[src/rtl/fa_ha_pkg.sv]
// Shared constants and the arithmetic reference for the fa_ha_adder ripple adder.
package fa_ha_pkg;

    localparam int unsigned FA_HA_DEFAULT_WIDTH = 1;
    localparam int unsigned FA_HA_MAX_WIDTH     = 64;

    // Golden {carry, sum} of a + b + c truncated to width operand bits; carry sits at bit [width].
    function automatic logic [FA_HA_MAX_WIDTH:0] fa_ha_golden(
        input logic [FA_HA_MAX_WIDTH-1:0] a,
        input logic [FA_HA_MAX_WIDTH-1:0] b,
        input logic                       c,
        input int unsigned                width
    );
        logic [FA_HA_MAX_WIDTH:0] op_mask;
        logic [FA_HA_MAX_WIDTH:0] res_mask;
        logic [FA_HA_MAX_WIDTH:0] full;
        op_mask  = (65'(1) << width) - 65'(1);
        res_mask = (op_mask << 1) | 65'(1);
        full     = (65'(a) & op_mask) + (65'(b) & op_mask) + 65'(c);
        return full & res_mask;
    endfunction

endpackage

[src/rtl/fa_ha_adder_ha_cell.sv]
// Half-adder cell: two of these plus an OR form one full-adder bit.
module ha_cell (
    input  logic x,
    input  logic y,
    output logic s,
    output logic co
);

    assign s  = x ^ y;
    assign co = x & y;

endmodule

[src/rtl/fa_ha_adder.sv]
// Registered ripple-carry adder built from half-adder cells, one output register stage.
// Optional macro FA_HA_OVERFLOW_EN adds a registered two's-complement overflow output.
module fa_ha_adder
    import fa_ha_pkg::*;
#(
    parameter int unsigned WIDTH = FA_HA_DEFAULT_WIDTH
) (
    input  logic             clk,
    input  logic             rst_n,
    input  logic             in_valid,
    input  logic [WIDTH-1:0] a,
    input  logic [WIDTH-1:0] b,
    input  logic             c,
    output logic             out_valid,
    output logic [WIDTH-1:0] sum,
`ifdef FA_HA_OVERFLOW_EN
    output logic             carry,
    output logic             overflow
`else
    output logic             carry
`endif
);

    if ((WIDTH == 0) || (WIDTH > FA_HA_MAX_WIDTH)) begin : g_bad_width
        $error("fa_ha_adder: WIDTH %0d outside 1..%0d", WIDTH, FA_HA_MAX_WIDTH);
    end

    logic [WIDTH:0]   k;
    logic [WIDTH-1:0] s0;
    logic [WIDTH-1:0] c0;
    logic [WIDTH-1:0] c1;
    logic [WIDTH-1:0] sum_c;

    assign k[0] = c;

    // Per bit: ha0 adds the operands, ha1 folds in the ripple carry.
    for (genvar i = 0; i < int'(WIDTH); i++) begin : g_bit
        ha_cell u_ha0 (
            .x  (a[i]),
            .y  (b[i]),
            .s  (s0[i]),
            .co (c0[i])
        );
        ha_cell u_ha1 (
            .x  (s0[i]),
            .y  (k[i]),
            .s  (sum_c[i]),
            .co (c1[i])
        );
        assign k[i+1] = c0[i] | c1[i];
    end

    always_ff @(posedge clk or negedge rst_n) begin
        if (!rst_n) begin
            out_valid <= 1'b0;
            sum       <= '0;
            carry     <= 1'b0;
        end else begin
            out_valid <= in_valid;
            if (in_valid) begin
                sum   <= sum_c;
                carry <= k[WIDTH];
            end
        end
    end

`ifdef FA_HA_OVERFLOW_EN
    // Carry into and out of the MSB disagree exactly on signed overflow.
    always_ff @(posedge clk or negedge rst_n) begin
        if (!rst_n) begin
            overflow <= 1'b0;
        end else if (in_valid) begin
            overflow <= k[WIDTH] ^ k[WIDTH-1];
        end
    end
`endif

endmodule

[config.mk]
export PLATFORM = sky130hd
export DESIGN_NAME = fa_ha_adder
export DESIGN_NICKNAME = d
export VERILOG_FILES = /design/src/rtl/fa_ha_pkg.sv /design/src/rtl/fa_ha_adder_ha_cell.sv /design/src/rtl/fa_ha_adder.sv
export SDC_FILE = /design/constraint.sdc
export NUM_CORES = 1
export LEC_CHECK = 0
export ABC_AREA = 1
export CORE_AREA = 2 2 39 41
export CTS_CLUSTER_DIAMETER = 150
export DETAILED_ROUTE_END_ITERATION = 8
export DIE_AREA = 0 0 41 43
export PLACE_DENSITY = 0.3
export RECOVER_POWER = 25
export SLEW_MARGIN = 20
export SYNTH_ARGS = -nofsm -noshare
export SYNTH_HDL_FRONTEND = slang
export SYNTH_HIERARCHICAL = 1
export SYNTH_SLANG_ARGS = --single-unit
[constraint.sdc]
create_clock -name clk -period 0.91 [get_ports clk]
set_clock_uncertainty 0.15 [all_clocks]
set_input_delay 0.1365 -clock clk [delete_from_list [all_inputs] [get_ports clk]]
set_output_delay 0.1365 -clock clk [all_outputs]
set_load 0.03 [all_outputs]
Yosys cells after proc, flatten, opt, wreduce, memory -nomap -nowiden. Cells that the tools add are included.

Output and inout port bits: 3. Register bits after elaboration: 3. Logic and storage cells: 8.

Bitwise operators: 5.

Operators with widths (count): 1-bit bitwise AND (2); 1-bit bitwise XOR (2); 1-bit bitwise OR (1).

Depth between registers and ports, before layout.
Word-level depth: 3. Mapped depth: 4. Mapped depth without buffers: 4.

By module. Netlist, hierarchy kept.

By module, submodules not included: fa_ha_adder (area an instance 102.6 um2, times used 1, sequential area each 75.1 um2, cells an instance 10); ha_cell (area an instance 12.5 um2, times used 2, sequential area each 0.0 um2, cells an instance 1).

Least setup slack after synthesis. No wires, ideal clock.

Path kind: input to register. Start: input b. End: register sum. Stages on the path: 4. Arrival: 0.768 ns. Path slack: -0.126 ns. Required time: 0.642 ns. Cell sequence: ha_1 -> ha_1 -> nand2_1 -> nand2_1.

Word-level cells in the longest chain between the ends: 2.

RTL lines: from (decl) (line fa_ha_adder.sv:12) `input logic [WIDTH-1:0] b,`; 1-bit bitwise XOR (2 in series) (line fa_ha_adder_ha_cell.sv:9) `assign s = x ^ y;`; net sum_c (line fa_ha_adder.sv:32) `logic [WIDTH-1:0] sum_c;`; to (signal assigned) (line fa_ha_adder.sv:61) `sum <= sum_c;`; to (decl) (line fa_ha_adder.sv:15) `output logic [WIDTH-1:0] sum,`.

The timed path passes the listed nets, and every way through them passes these cells. A chain may end at the register's enable or synchronous reset.

Final worst setup path.
Start: register carry. End: output carry.

RTL lines: from (decl) (line fa_ha_adder.sv:20) `output logic carry`; from (signal assigned) (line fa_ha_adder.sv:62) `carry <= k[WIDTH];`.

No word-level cell between the ends.

==> results_dict.tcl <==
set metrics [dict create \
    outcome "complete, but fails checks" \
    violations "negative hold slack, negative setup slack" \
    die-area_sq_mm 0.00176 \
    powerDensity_mw_per_mm2 1850 \
    wl_um 344 \
    drv_slew 0 \
    slew_headroom 0.855 \
    synth_top_area_frac 0.588 \
    post-route-worst-setup-slack_ns -0.129 \
    crit_path_top_delay_cell "dfrtp_1" \
    peakVddDrop_mv 0.316 \
    detail-route-antenna-nets 0 \
    cts_tree "built" \
    syn_area_sq_um 128 \
    die_y_um 43 \
    dp_slack_ns -0.556 \
    vias 134 \
    fp.dieW_um 41 \
    grt_max_degree 5 \
    path_max_fanout 2 \
    nets 35 \
    synth_edf_count 0 \
    remaining_drc_errors 0 \
    layout.cells.non_filler 42 \
    yosys_warnings 6 \
    post-route-cell-area_sq_um 287 \
    min_period_ns 1.04 \
    rows 14 \
    grt_pass1_wl_um 496 \
    fill_cells 150 \
    clk_pin_slew_ns 0.04 \
    fin_util 0.207 \
    drt-initial-drc-count 0 \
    dr.pass1.iters 1 \
    netlist_top_cells_area "dfrtp_1, ha_1, nand2_1" \
    port_buffers 8 \
    ys_seq_area_frac 0.588 \
    antenna_found_initial 0 \
    yosys_register_bits 3 \
    overflow 0 \
    rsz0062_at_grt "true" \
    cp-start-kind "flip-flop" \
    worst-endpoint-arrival_ns 0.75 \
    crit_path_end_kind "primary output" \
    synthToLayoutAreaGrowth_pct 125 \
    crit_required_ns 0.62 \
    place_congestion 0.499 \
    core-area_sq_mm 0.00138 \
    path_buf_inv 1 \
    netlist_instances 12 \
    leakage_nw 0.136 \
    clock.fmax_mhz 962 \
    synth_common_cells "nand2_1, dfrtp_1, ha_1" \
    power.total_uw 530 \
    numCtsBuffers 3 \
    synthFlopType "dfrtp_1" \
    cap_violations 0 \
    async_flop_share 1.00 \
    initial_utilization 0.0922 \
    drive_above_1_share 0.538 \
    cts_max_path_buffers 2 \
    period_share 1.14 \
    cp_top_family "flip-flops" \
    holdWs_ns -0.0609 \
    grt_usage 0.0461 \
    placed_area_sq_um 245 \
    n_antenna_cell 0 \
    placed_cells 36 \
    first_global_vias 148 \
    ys_types 5 \
    r2r_cells 3 \
    tightest_slew_ns 0.217 \
    hp-class "primary input to async pin" \
    fin_tns_setup_ns -0.368 \
    crit_path_cell_trace "buf_6" \
    synthMostInstantiatedCell "nand2_1" \
    cts-root-buf "clkbuf_4" \
    setup_viol 3 \
    path_class "flip-flop to primary output" \
    critPathMaxStageDelay_ns 0.38 \
    avgSynthCellArea_sq_um 10.6 \
    path_depth 1 \
    hold_viol_final 4 \
    yosysTopAreaCell "dfrtp_1" \
    clock-sinks 3 \
    route.detailed.wl_per_inst_um 8.19 \
    vias_per_cell 3.19 \
    h-tree-depth 1 \
    clk_latency_ns 0.23 \
    syn_nets 20 \
    io_pins 9 \
]
cells in the final DEF (no fill, tap or decap), drive strengths merged:
| cell type | instances |
|---|---|
| buf | 7 |
| nand2 | 5 |
| clkbuf | 5 |
| dfrtp | 3 |
| ha | 2 |
| o21ai | 1 |
| inv | 1 |
| dlygate4sd2 | 1 |
| clkdlybuf4s50 | 1 |
sequential cells by signal, indices dropped and copies added (netlist names):
register   count
out_valid      1
carry          1
sum            1
layer usage:
metal / up-vias / track usage / share of wire
met5: - / 0 / 0
met1: 60 / 0.0353 / 0.34
met3: 0 / 0.0262 / 0.20
li1: 65 / - / -
met4: 0 / 0.0600 / 0
met2: 9 / 0.0656 / 0.45
kinds of logic (layout without fill, tap and decap cells):
group / count (synthesis) / after routing / synth area share
AND/OR/NAND/NOR: 5 / 5 / 0.147
AO/OA/AOI/OAI: 1 / 1 / 0.0392
flip-flops: 3 / 3 / 0.588
adder cells (fa/ha/maj): 2 / 2 / 0.196
buffers and inverters: 1 / 15 / 0.0294
path summary, 6_finish.rpt:
check	startpoint	end	slack, ns
max	carry	carry	-0.13
min	rst_n	carry	-0.06
max reg2reg	sum	sum	0.03
min reg2reg	carry	carry	0.44
max in group asynchronous	rst_n	sum	0.52
min in group clk	in_valid	out_valid	-0.04
timing repair:
item / 4_1_cts / 5_1_grt
pin swaps: 1 / 1
endpoints found under the setup margin: 5 / 5
gates resized for setup: 12 / 3
buffers inserted: 2 / 0
endpoints found under the hold margin: 3 / 4
cell type report:
class | instances | area (sq um) | share of cell area
clock buffers | 4 | 26.3 | 0.0917
inverters | 1 | 3.75 | 0.0131
multi-input cells | 8 | 80.1 | 0.279
flip-flops and latches | 3 | 75.1 | 0.262
well taps | 16 | 20.0 | 0.0699
repair buffers | 10 | 81.3 | 0.284
power breakdown:
part           switching (mW)  internal, mW
registers             0.00947         0.149
logic                  0.0671        0.0749
clock network          0.0655         0.164
total                   0.142         0.388
No activity file was read; power rests on OpenSTA's default activity.
